File: config.mk
export PLATFORM = sky130hd
export DESIGN_NAME = sram_arbiter
export DESIGN_NICKNAME = d
export VERILOG_FILES = /design/src/rtl/sram_arbiter_pkg.sv /design/src/rtl/sram_phy_ctrl.sv /design/src/rtl/sram_arbiter.sv
export SDC_FILE = /design/constraint.sdc
export NUM_CORES = 1
export LEC_CHECK = 0
export CORE_ASPECT_RATIO = 2
export CORE_UTILIZATION = 41
export CTS_CLUSTER_SIZE = 12
export DETAILED_ROUTE_END_ITERATION = 10
export PLACE_DENSITY = 0.89
export SLEW_MARGIN = 20
export SYNTH_ARGS = -nofsm -noshare
export SYNTH_HDL_FRONTEND = slang
export SYNTH_SLANG_ARGS = --single-unit
File: constraint.sdc
create_clock -name clk -period 2.9 [get_ports clk]
set_clock_uncertainty 0.1 [all_clocks]
set_input_delay 0.29 -clock clk [delete_from_list [all_inputs] [get_ports clk]]
set_output_delay 0.29 -clock clk [all_outputs]
set_load 0.02 [all_outputs]
File: src/rtl/sram_arbiter_pkg.sv
// Shared types for the SRAM arbiter: FSM states, owner codes,
// strobe levels and the command bundle passed to the SRAM PHY.
package sram_arbiter_pkg;

    localparam int REG_W = 32;
    localparam int SEL_W = 4;
    localparam int CNT_W = 4;

    localparam logic STB_ON  = 1'b0;
    localparam logic STB_OFF = 1'b1;

    typedef enum logic [1:0] {
        ST_IDLE,
        ST_ACCESS,
        ST_DONE
    } state_t;

    typedef enum logic [1:0] {
        OWN_NONE,
        OWN_IF,
        OWN_MEM
    } owner_t;

    typedef struct packed {
        logic             we;
        logic [SEL_W-1:0] sel;
        logic [REG_W-1:0] wdata;
    } sram_cmd_t;

endpackage

File: src/rtl/sram_phy_ctrl.sv
// SRAM PHY: times one access of WAIT_CYCLES+1 cycles and drives the strobes.
// Ports: start/cmd/addr command in; done/rvalid/rdata out; SRAM pad signals.
module sram_phy_ctrl
    import sram_arbiter_pkg::*;
#(
    parameter int WAIT_CYCLES = 2,
    parameter int SRAM_AW     = 20
) (
    input  logic               clk,
    input  logic               rst,
    input  logic               start,
    input  sram_cmd_t          cmd,
    input  logic [SRAM_AW-1:0] addr,
    output logic               done,
    output logic               rvalid,
    output logic [REG_W-1:0]   rdata,
    output logic [SRAM_AW-1:0] sram_addr_o,
    output logic [REG_W-1:0]   sram_data_o,
    input  logic [REG_W-1:0]   sram_data_i,
    output logic               sram_data_oe_o,
    output logic               sram_ce_n_o,
    output logic               sram_oe_n_o,
    output logic               sram_we_n_o,
    output logic [SEL_W-1:0]   sram_be_n_o
);

    logic               busy;
    logic [CNT_W-1:0]   cnt;
    sram_cmd_t          cmd_q;
    logic [SRAM_AW-1:0] addr_q;

    always_ff @(posedge clk or negedge rst) begin
        if (!rst) begin
            busy   <= 1'b0;
            cnt    <= '0;
            cmd_q  <= '0;
            addr_q <= '0;
        end else if (start) begin
            busy   <= 1'b1;
            cnt    <= CNT_W'(WAIT_CYCLES);
            cmd_q  <= cmd;
            addr_q <= addr;
        end else if (busy) begin
            if (cnt == '0) begin
                busy <= 1'b0;
            end else begin
                cnt <= cnt - 1'b1;
            end
        end
    end

    assign done   = busy && (cnt == '0);
    assign rvalid = done && !cmd_q.we;
    assign rdata  = sram_data_i;

    assign sram_addr_o = addr_q;
    assign sram_data_o = cmd_q.wdata;

    // we_n is released in the last cycle so data stays valid past the
    // rising write strobe.
    always_comb begin
        sram_ce_n_o    = STB_OFF;
        sram_oe_n_o    = STB_OFF;
        sram_we_n_o    = STB_OFF;
        sram_be_n_o    = {SEL_W{STB_OFF}};
        sram_data_oe_o = 1'b0;
        if (busy) begin
            sram_ce_n_o = STB_ON;
            sram_be_n_o = ~cmd_q.sel;
            if (cmd_q.we) begin
                sram_data_oe_o = 1'b1;
                if (cnt != '0) begin
                    sram_we_n_o = STB_ON;
                end
            end else begin
                sram_oe_n_o = STB_ON;
            end
        end
    end

endmodule

File: src/rtl/sram_arbiter.sv
// Arbitrates the shared SRAM between IF (read-only) and MEM (read/write).
// Ports: IF and MEM request/ack/data, stall request, SRAM pad signals.
module sram_arbiter
    import sram_arbiter_pkg::*;
#(
    parameter int WAIT_CYCLES = 2,
    parameter int SRAM_AW     = 20
) (
    input  logic               clk,
    input  logic               rst,
    input  logic               if_ce_i,
    input  logic [REG_W-1:0]   if_addr_i,
    output logic [REG_W-1:0]   if_data_o,
    output logic               if_ack_o,
    input  logic               mem_ce_i,
    input  logic               mem_we_i,
    input  logic [SEL_W-1:0]   mem_sel_i,
    input  logic [REG_W-1:0]   mem_addr_i,
    input  logic [REG_W-1:0]   mem_data_i,
    output logic [REG_W-1:0]   mem_data_o,
    output logic               mem_ack_o,
    output logic               stall_req_o,
    output logic [SRAM_AW-1:0] sram_addr_o,
    output logic [REG_W-1:0]   sram_data_o,
    input  logic [REG_W-1:0]   sram_data_i,
    output logic               sram_data_oe_o,
    output logic               sram_ce_n_o,
    output logic               sram_oe_n_o,
    output logic               sram_we_n_o,
    output logic [SEL_W-1:0]   sram_be_n_o
);

    state_t             state, state_nx;
    owner_t             owner, owner_nx;
    logic               start;
    logic               grant_mem;
    sram_cmd_t          cmd;
    logic [SRAM_AW-1:0] cmd_addr;
    logic               done;
    logic               rvalid;
    logic [REG_W-1:0]   rdata;
    logic               addr_unused;

    assign addr_unused = ^{if_addr_i[REG_W-1:SRAM_AW+2], if_addr_i[1:0],
                           mem_addr_i[REG_W-1:SRAM_AW+2], mem_addr_i[1:0]};

    always_ff @(posedge clk or negedge rst) begin
        if (!rst) begin
            state <= ST_IDLE;
            owner <= OWN_NONE;
        end else begin
            state <= state_nx;
            owner <= owner_nx;
        end
    end

    // DONE hands the bus straight to the other side only; the side just
    // acked must pass through IDLE first.
    always_comb begin
        state_nx  = state;
        owner_nx  = owner;
        start     = 1'b0;
        grant_mem = 1'b0;
        unique case (state)
            ST_IDLE: begin
                if (mem_ce_i) begin
                    start     = 1'b1;
                    grant_mem = 1'b1;
                    owner_nx  = OWN_MEM;
                    state_nx  = ST_ACCESS;
                end else if (if_ce_i) begin
                    start    = 1'b1;
                    owner_nx = OWN_IF;
                    state_nx = ST_ACCESS;
                end
            end
            ST_ACCESS: begin
                if (done) begin
                    state_nx = ST_DONE;
                end
            end
            ST_DONE: begin
                state_nx = ST_IDLE;
                owner_nx = OWN_NONE;
                if (owner == OWN_IF && mem_ce_i) begin
                    start     = 1'b1;
                    grant_mem = 1'b1;
                    owner_nx  = OWN_MEM;
                    state_nx  = ST_ACCESS;
                end else if (owner == OWN_MEM && if_ce_i) begin
                    start    = 1'b1;
                    owner_nx = OWN_IF;
                    state_nx = ST_ACCESS;
                end
            end
            default: begin
                state_nx = ST_IDLE;
                owner_nx = OWN_NONE;
            end
        endcase
    end

    always_comb begin
        cmd.we    = grant_mem ? mem_we_i : 1'b0;
        cmd.sel   = grant_mem ? mem_sel_i : {SEL_W{1'b1}};
        cmd.wdata = grant_mem ? mem_data_i : '0;
        cmd_addr  = grant_mem ? mem_addr_i[SRAM_AW+1:2]
                              : if_addr_i[SRAM_AW+1:2];
    end

    always_ff @(posedge clk or negedge rst) begin
        if (!rst) begin
            if_data_o  <= '0;
            mem_data_o <= '0;
        end else if (rvalid) begin
            if (owner == OWN_IF) begin
                if_data_o <= rdata;
            end
            if (owner == OWN_MEM) begin
                mem_data_o <= rdata;
            end
        end
    end

    assign if_ack_o  = (state == ST_DONE) && (owner == OWN_IF);
    assign mem_ack_o = (state == ST_DONE) && (owner == OWN_MEM);

    assign stall_req_o = (if_ce_i & ~if_ack_o) | (mem_ce_i & ~mem_ack_o);

    sram_phy_ctrl #(
        .WAIT_CYCLES (WAIT_CYCLES),
        .SRAM_AW     (SRAM_AW)
    ) u_phy (
        .clk            (clk),
        .rst            (rst),
        .start          (start),
        .cmd            (cmd),
        .addr           (cmd_addr),
        .done           (done),
        .rvalid         (rvalid),
        .rdata          (rdata),
        .sram_addr_o    (sram_addr_o),
        .sram_data_o    (sram_data_o),
        .sram_data_i    (sram_data_i),
        .sram_data_oe_o (sram_data_oe_o),
        .sram_ce_n_o    (sram_ce_n_o),
        .sram_oe_n_o    (sram_oe_n_o),
        .sram_we_n_o    (sram_we_n_o),
        .sram_be_n_o    (sram_be_n_o)
    );

endmodule

---- Word-level counts from Yosys, hierarchy flattened ----
Cells that the tools add are included.
word-level totals
  bits in registers ....................... 130
  output and inout port bits .............. 127
operators by class
  add/subtract/negate cells ............... 1
  equal/unequal tests ..................... 7
  mux-type cells .......................... 35
  bitwise operators ....................... 7
  reduce and logical (&&, ||, !) cells .... 16
operator list
  kind                 count
  $mux 32              1
  $mux 20              1
  $mux 4               5
  $mux 1               19
  $pmux 2 s3           2
  $mux 2               5
  $reduce_and 2->1     5
  $logic_and 1x1->1    6
  $eq 2x1->1 const B   2
  $eq 2x2->1 const B   2
  $logic_not 4->1      1
  $not 4->4            1
  $pmux 1 s2           2
  $reduce_bool 4->1    1
  $sub 4x1->4 const B  1
  $ne 3x3->1 const B   1
  $not 1->1            3
  $and 1x1->1          2
  $logic_not 2->1      1
  $ne 2x1->1 const B   1
  $ne 2x2->1 const B   1
  $reduce_bool 2->1    1
  $logic_not 1->1      1
  $or 1x1->1           1

---- Depth between registers and ports, before layout ----
Gate-level depths: netlist of run 1.
  depth after elaboration ................. 7
  depth in mapped cells ................... 7

---- Modules after synthesis ----
A second synthesis of run 1 with hierarchy kept.
second synthesis, totals
  cells, all modules ...................... 450
  area total of the unflattened synthesis .. 6097.1 µm²
by module, submodules not included
  module         instances  cells an instance  area an instance (µm²)  seq. area each (µm²)
  sram_arbiter   1          228                3126.7                  1701.6
  sram_phy_ctrl  1          222                2970.3                  1551.5

---- Worst setup path before layout of run 1 ----
Ideal clock, no wire load.
  kind .................................... reg2reg
  start point ............................. register u_phy.cnt[0]
  end point ............................... register if_data_o[10]
  library setup time ...................... 125 ps
  data arrival time ....................... 1786 ps
  path slack .............................. 889 ps
  stages on the path, launching flop included .. 8
  buffers on the path ..................... 1
  clock period less this slack ............ 2011 ps
  cells stage by stage .................... dfrtp_1 > inv_1 > ha_1 > nand2b_1 > or3_4 > nor3_4 > buf_6 > mux2_2
on the way
  cells in the longest elaborated chain, start to end .. 4
RTL lines
  item                        RTL line             source
  from (decl)                 sram_phy_ctrl.sv:28  logic [CNT_W-1:0] cnt;
  from (signal assigned)      sram_phy_ctrl.sv:40  cnt <= CNT_W'(WAIT_CYCLES);
  from (signal assigned)      sram_phy_ctrl.sv:47  cnt <= cnt - 1'b1;
  $logic_not 4->1             sram_phy_ctrl.sv:52  assign done = busy && (cnt == '0);
  $logic_and 1x1->1           sram_phy_ctrl.sv:52
  $logic_and 1x1->1           sram_phy_ctrl.sv:53  assign rvalid = done && !cmd_q.we;
  $reduce_and 2->1 (no line)  n/a
  to (signal assigned)        sram_arbiter.sv:117  if_data_o <= rdata;
  to (decl)                   sram_arbiter.sv:13   output logic [REG_W-1:0] if_data_o,
No other way between the ends.
A chain may end at the register's enable or synchronous reset.

---- Worst setup path after layout of run 1 ----
  start point ............................. register u_phy.cnt[0]
  end point ............................... output port sram_we_n_o
on the way
  cells in the longest elaborated chain, start to end .. 4
RTL lines
  item               RTL line             source
  $reduce_bool 4->1  sram_phy_ctrl.sv:72  if (cnt != '0) begin
  $mux 1             sram_phy_ctrl.sv:72
  $mux 1             sram_phy_ctrl.sv:70  if (cmd_q.we) begin
  $mux 1             sram_phy_ctrl.sv:67  if (busy) begin
  to (decl)          sram_arbiter.sv:29   output logic sram_we_n_o,
No other way between the ends.

==> metrics.cfg, run 1 <==
[logic_synthesis]
synth-simple-area-share_pct=5.388
yosysSeqAreaShare_pct=59.87
yosysTopAreaCell=dfrtp_1
yosysWarnings=0
synth-seq-cells=130
syn-num-nets=542
syn_area_um2=5434
ys.flop_type=dfrtp_1
yosys.cell_types.count=33
synth_top_area_share_pct=59.87
syn_inst=403
synth_fa_ha_area_share_pct=0.4605
synthXorXnorAreaFrac_pct=0.1612
synth_compound_area_share_pct=9.348
async_flop_share_pct=100.0
synth_mux_area_share_pct=16.95
synth_top_family_by_area=multiplexers
synthTopCellsByArea=dfrtp_1 (60%), mux2_2 (12%), a22o_1 (5.3%)
synth_edf_count=0
avgSynthCellArea_um2=13.48

[floorplanning]
io_pins=264
dieArea_um2=13750
core-area_um2=12990
die_h_um=164.8
die_w_um=83.41
rows=59
initial_core_util_pct=41.82

[clock_network]
cts_tree=yes
clock_sinks=130
cts_made_buffers=17
insertion_delay_ps=400
path_clk_slew_ps=60
htreeDepth=4
clockBufferDepth=2
clock-root-buffer=clkbuf_16
cts_setup_buffers=0

[grt]
antenna_found_initial=0
grt_first_pass_wirelength_um=21610
grt_usage_pct=20.35
grt_remaining_overflow=0
grt_pass1_vias=4257
grt_start_max_net_pins=74

[timing]
worst_pin_slew_ps=914.5
fmax_ghz=0.3788
finalSetupTns_ps=0
setup_viol=0
maxSlewHeadroom_pct=39.03
slew_viol_final=0
hold_viol_final=0
timing.final.crit_period_ps=2640
fin_crit_sh_pct=91.04
rsz0062_at_grt=false

[routing]
drt.antenna.violating_nets=0
drt_first_pass_iters=4
num_vias=4009
drc_errors=0
wl_per_cell_um=17.70
wl_um=13790
drt_iter0_drc=119
viasPerCell=5.146

[placement]
gp_congestion=0.7462
io_buffer_count=239
hpwl_um=10250

[setup_path]
cp_data_arrival_time_ps=2250
crit_required_ps=2510
crit_path_max_fanout=5
cp-start-kind=flip-flop
critical_path_class=reg -> out
critPathCaptureType=output pin

[final_layout]
nets=753
area.growth.synth_to_final_pct=53.97
fin_util_pct=64.40
diodes=0
nFillCells=997
drive_gt1_share_pct=17.54

[flow_run]
cap_violations=0

[worst_hold_path]
hold_class=reg -> reg

[power]
p_leak_nw=3.561
ir_drop_mv=0.7697
p_per_area_nw_per_um2=1216

[status]
status=completed

[cell families (layout without fill, tap and decap cells)]
family,Yosys count,count (layout)
AOI/OAI and AO/OA,69,69
and+or+nand+nor,54,54
adders and majority gates,2,2
buffers and inverters,63,287
muxes,84,84
xor gates and xnor gates,1,1
DFF,130,130
[final timing paths]
check / startpoint / to / slack [ps] / cells past startpoint
max: u_phy.cnt[0] / sram_we_n_o / 260 / 8
min: if_data_o[2] / if_data_o[2] / 380 / 1
max reg2reg: u_phy.cnt[0] / mem_data_o[13] / 560 / 7
min reg2reg: if_data_o[2] / if_data_o[2] / 380 / 1
max in group asynchronous: rst / if_data_o[25] / 1400 / 3
min in group asynchronous: rst / mem_data_o[15] / 460 / 2
[sequential cells by signal, summed over array words and instances (netlist names)]
register	cells
if_data_o	32
mem_data_o	32
owner	2
state	2
u_phy.busy	1
u_phy.cmd_q	5
u_phy.cnt	4
u_phy.sram_addr_o	20
u_phy.sram_data_o	32
[report_power, final]
| part | total [mW] | switching, mW | internal, mW |
|---|---|---|---|
| combinational | 4.66 | 2.28 | 2.38 |
| clock | 2.30 | 0.761 | 1.54 |
| sequential | 3.22 | 0.533 | 2.68 |
[synthesized netlist by cell type (6+ instances only)]
| cell | n |
|---|---|
| buf_2 | 10 |
| a21oi_1 | 23 |
| a22o_1 | 33 |
| buf_4 | 35 |
| nor2_1 | 8 |
| mux2_2 | 58 |
| nor3_1 | 22 |
| mux2i_1 | 20 |
| mux2_1 | 6 |
| inv_1 | 6 |
| nand2_1 | 11 |
| buf_6 | 6 |
| dfrtp_1 | 130 |
[layout by cell type (no fill, tap or decap), types with 3 or more instances in the layout]
cell and n:
clkdlybuf4s50_1 238, dfrtp_1 130, mux2_2 58, a22o_1 33, a21oi_1 22, nor3_1 22
mux2i_1 20, clkbuf_16 17, nand2_1 11, buf_4 8, nor2_1 7, inv_1 6
mux2_1 6, nand2b_1 5, o22a_1 4, clkbuf_8 4, bufinv_16 4, clkinv_4 3
[metal layers]
| metal | wire length [µm] | GRT usage, % | part of all wire [%] | vias to the layer above |
|---|---|---|---|---|
| li1 | - | - | - | 1821 |
| met1 | 4849 | 21.05 | 35 | 1948 |
| met2 | 7511 | 36.48 | 54 | 190 |
| met3 | 758 | 5.497 | 5.5 | 50 |
| met4 | 668 | 12.23 | 4.8 | 0 |
| met5 | 0 | 0 | 0 | - |
[cell type report]
class | instances | area, µm² | share of cell area (%)
clock buffers | 21 | 480.5 | 5.742
clock inverters | 11 | 175.2 | 2.094
inverters | 7 | 26.28 | 0.3140
multi-input cells | 210 | 1769 | 21.15
flip-flops and latches | 130 | 3253 | 38.88
well taps | 152 | 190.2 | 2.273
repair buffers | 248 | 2472 | 29.55
[critical path, cell delays in order (launching register included)]
cell and delay (ps):
dfrtp_1 380, inv_1 120, ha_1 190, nand2b_1 100, o21ai_0 190, buf_4 170, inv_1 40, nand2_1 50
clkdlybuf4s50_1 620
[per-stage QoR]
step	power [mW]	worst slack (ps)	std cells	area, µm²	hold WS, ps
after CTS	10.28	252.1	779	8367	377.2
after detailed placement	7.928	510.2	746	7701	376.1
after floorplan	5.901	888.9	403	5434	-105.6
after global placement	7.743	587.5	746	7701	366.4
final	10.17	259.8	779	8367	384.0
after global routing	10.70	129.3	779	8367	392.8
[timing repair]
action                                 in CTS  in global routing
gates resized for setup                     0                  0
hold buffers                                1                  0
endpoints found under the hold margin      72                  0
No activity file was read; power rests on OpenSTA's default activity.
==> run 2: changes to the inputs <==
--- a/config.mk
+++ b/config.mk
@@ -9,6 +9,7 @@
 export CORE_UTILIZATION = 41
 export CTS_CLUSTER_SIZE = 12
 export DETAILED_ROUTE_END_ITERATION = 10
+export GPL_TIMING_DRIVEN = 0
 export PLACE_DENSITY = 0.89
 export SLEW_MARGIN = 20
 export SYNTH_ARGS = -nofsm -noshare
==> run 2 against run 1 <==
Net effect:
- via count is 5.5% higher
- die area stayed put
- register-to-register slack improved by 60 ps
- combinational power increased by 8.6%
- setup slack got worse by 53 ps
- worst hold slack got worse by 21 ps
- sequential power barely moved
- count of clock-buffer cells in the layout is 2 lower
- sequential share of layout area down 1.3 points
- non-clock buffer count rose by 49
- routed wire length up 6.7%
- critical path type unchanged
==> metrics.cfg, run 2 (same netlist as run 1, synthesis figures left out) <==
[status]
status=completed

[timing]
worst_pin_slew_ps=661.1  ; -253.4 ps
rsz0062_at_grt=false
fin_crit_sh_pct=92.88  ; +1.8 points
hold_viol_final=0  ; unchanged
timing.final.crit_period_ps=2693  ; +53.18 ps
fmax_ghz=0.3713  ; -2.0%
finalSetupTns_ps=0  ; unchanged
timing.hold.ws_ps=363.2  ; -20.81 ps
setup_viol=0  ; unchanged
maxSlewHeadroom_pct=55.92  ; +17 points
slew_viol_final=0  ; unchanged

[routing]
viasPerCell=5.114  ; -0.63%
num_vias=4229  ; +5.5%
wl_um=14710  ; +6.7%
drt_first_pass_iters=4  ; unchanged
drt.antenna.violating_nets=0  ; unchanged
wl_per_cell_um=17.79  ; +0.52%
drt_iter0_drc=121  ; +1.7%
drc_errors=0  ; unchanged

[setup_path]
cpPeakStageDelay_ps=610  ; about the same
critPathBufInv=3  ; -1
cp_data_arrival_time_ps=2300  ; +50 ps
crit_start=u_phy.cnt[0]
worstReg2RegEnd=if_data_o[30]
crit_required_ps=2510  ; about the same
slowest_stage=clkdlybuf4s50_1
critical_path_class=reg -> out
critPathCaptureType=output pin
crit_path_max_fanout=5  ; unchanged
rrSetupSlack_ps=620  ; +60 ps
crit_chain=inv_1, ha_1, nand2b_1, o21ai_1, inv_1, nand2_1, clkdlybuf4s50_1
reg2regPathDepth=7  ; unchanged
cp.depth=7  ; -1
cp-start-kind=flip-flop
crit_top_cell=inv_1
crit_family=buffers and inverters
r2r-start=u_phy.cnt[0]

[power]
power.total_mw=10.43  ; +2.6%
ir_drop_mv=0.7486  ; -2.7%
p_leak_nw=3.770  ; +5.9%
p_per_area_nw_per_um2=1204  ; -0.98%

[floorplanning]
initial_core_util_pct=41.82  ; unchanged
rows=59  ; unchanged
core-area_um2=12990  ; unchanged
die_w_um=83.41  ; unchanged
io_pins=264  ; unchanged
die_h_um=164.8  ; unchanged
dieArea_um2=13750  ; unchanged

[clock_network]
cts_made_buffers=17  ; unchanged
path_clk_slew_ps=60  ; about the same
cts_tree=yes
clock_sinks=130  ; unchanged
clockBufferDepth=2  ; unchanged
clock-root-buffer=clkbuf_16
htreeDepth=4  ; unchanged
insertion_delay_ps=400  ; about the same

[grt]
grt_usage_pct=21.70  ; +1.4 points
grt_remaining_overflow=0  ; unchanged
antenna_found_initial=0  ; unchanged
grt_pass1_vias=4589  ; +7.8%
grt_start_max_net_pins=72  ; -2.7%
grt_first_pass_wirelength_um=23180  ; +7.3%

[placement]
hpwl_um=11240  ; +9.7%
gp_congestion=0.8031  ; +7.6%
io_buffer_count=239  ; unchanged

[flow_run]
cap_violations=0  ; unchanged

[final_layout]
layout_common_cells=clkdlybuf4s50_1 (238), dfrtp_1 (130), mux2_2 (58)
area.growth.synth_to_final_pct=59.47
fin_util_pct=66.70  ; +2.3 points
nets=802  ; +6.5%
diodes=0  ; unchanged
drive_gt1_share_pct=22.37  ; +4.8 points
layout_commonest_cell=clkdlybuf4s50_1

[worst_hold_path]
hold_class=in -> async

==> run 2: cell count changes in the layout (fill, tap and decap cells not counted), moves of 2 or more <==
cell and delta:
buf_6 +7, buf_2 +10, clkbuf_8 -2, buf_4 +27, clkbuf_1 +5
==> run 2: stage by stage <==
stage | instances | setup WS, ps | area, µm²
after floorplan | 403 | 888.9 | 5434
after global placement | 794 | -3281 | 8016
after detailed placement | 795 | 445.3 | 8045
after CTS | 827 | 39.50 | 8666
after global routing | 827 | 21.91 | 8666
final | 827 | 206.6 | 8666
==> run 2: area by class of cell <==
| class | count | area [µm²] |
|---|---|---|
| flip-flops and latches | 130 | 3253 |
| fillers | 950 | 4327 |
| multi-input cells | 210 | 1755 |
| clock buffers | 19 | 452.9 |
| well taps | 152 | 190.2 |
| inverters | 7 | 26.28 |
| plain buffers | 56 | 399.1 |
| clock inverters | 12 | 157.7 |
| repair buffers | 241 | 2431 |
==> run 2: report_power, final <==
group	internal, mW	switching, mW
sequential	2.68	0.508
combinational	2.65	2.41
clock	1.40	0.786
total	6.73	3.70
==> run 2: how the worst max path moves through the flow <==
| stage | end | slack, ps |
|---|---|---|
| 2_1_floorplan | if_data_o[10] | 890 |
| 3_3_place_gp | u_phy.sram_data_o[18] | -3280 |
| 4_1_cts | sram_we_n_o | 40 |
| 5_1_grt | sram_we_n_o | 20 |
| 6_report | sram_we_n_o | 210 |
| 3_5_place_dp | u_phy.sram_addr_o[15] | 450 |
==> run 2: timing repair <==
item | CTS | global route
buffers inserted | 0 | 0
hold buffers | 1 | 0
setup endpoints to repair | 0 | 1
gates resized for setup | 0 | 1
hold endpoints to repair | 70 | 0
==> run 2: per-layer routing <==
layer	part of all wire, %	wire (µm)	track usage (%)	vias up
met1	35	5174	22.62	2083
met2	57	8449	41.17	188
met5	0	0	0	-
met3	4.9	721	4.748	28
li1	-	-	-	1930
met4	2.5	367	9.639	0
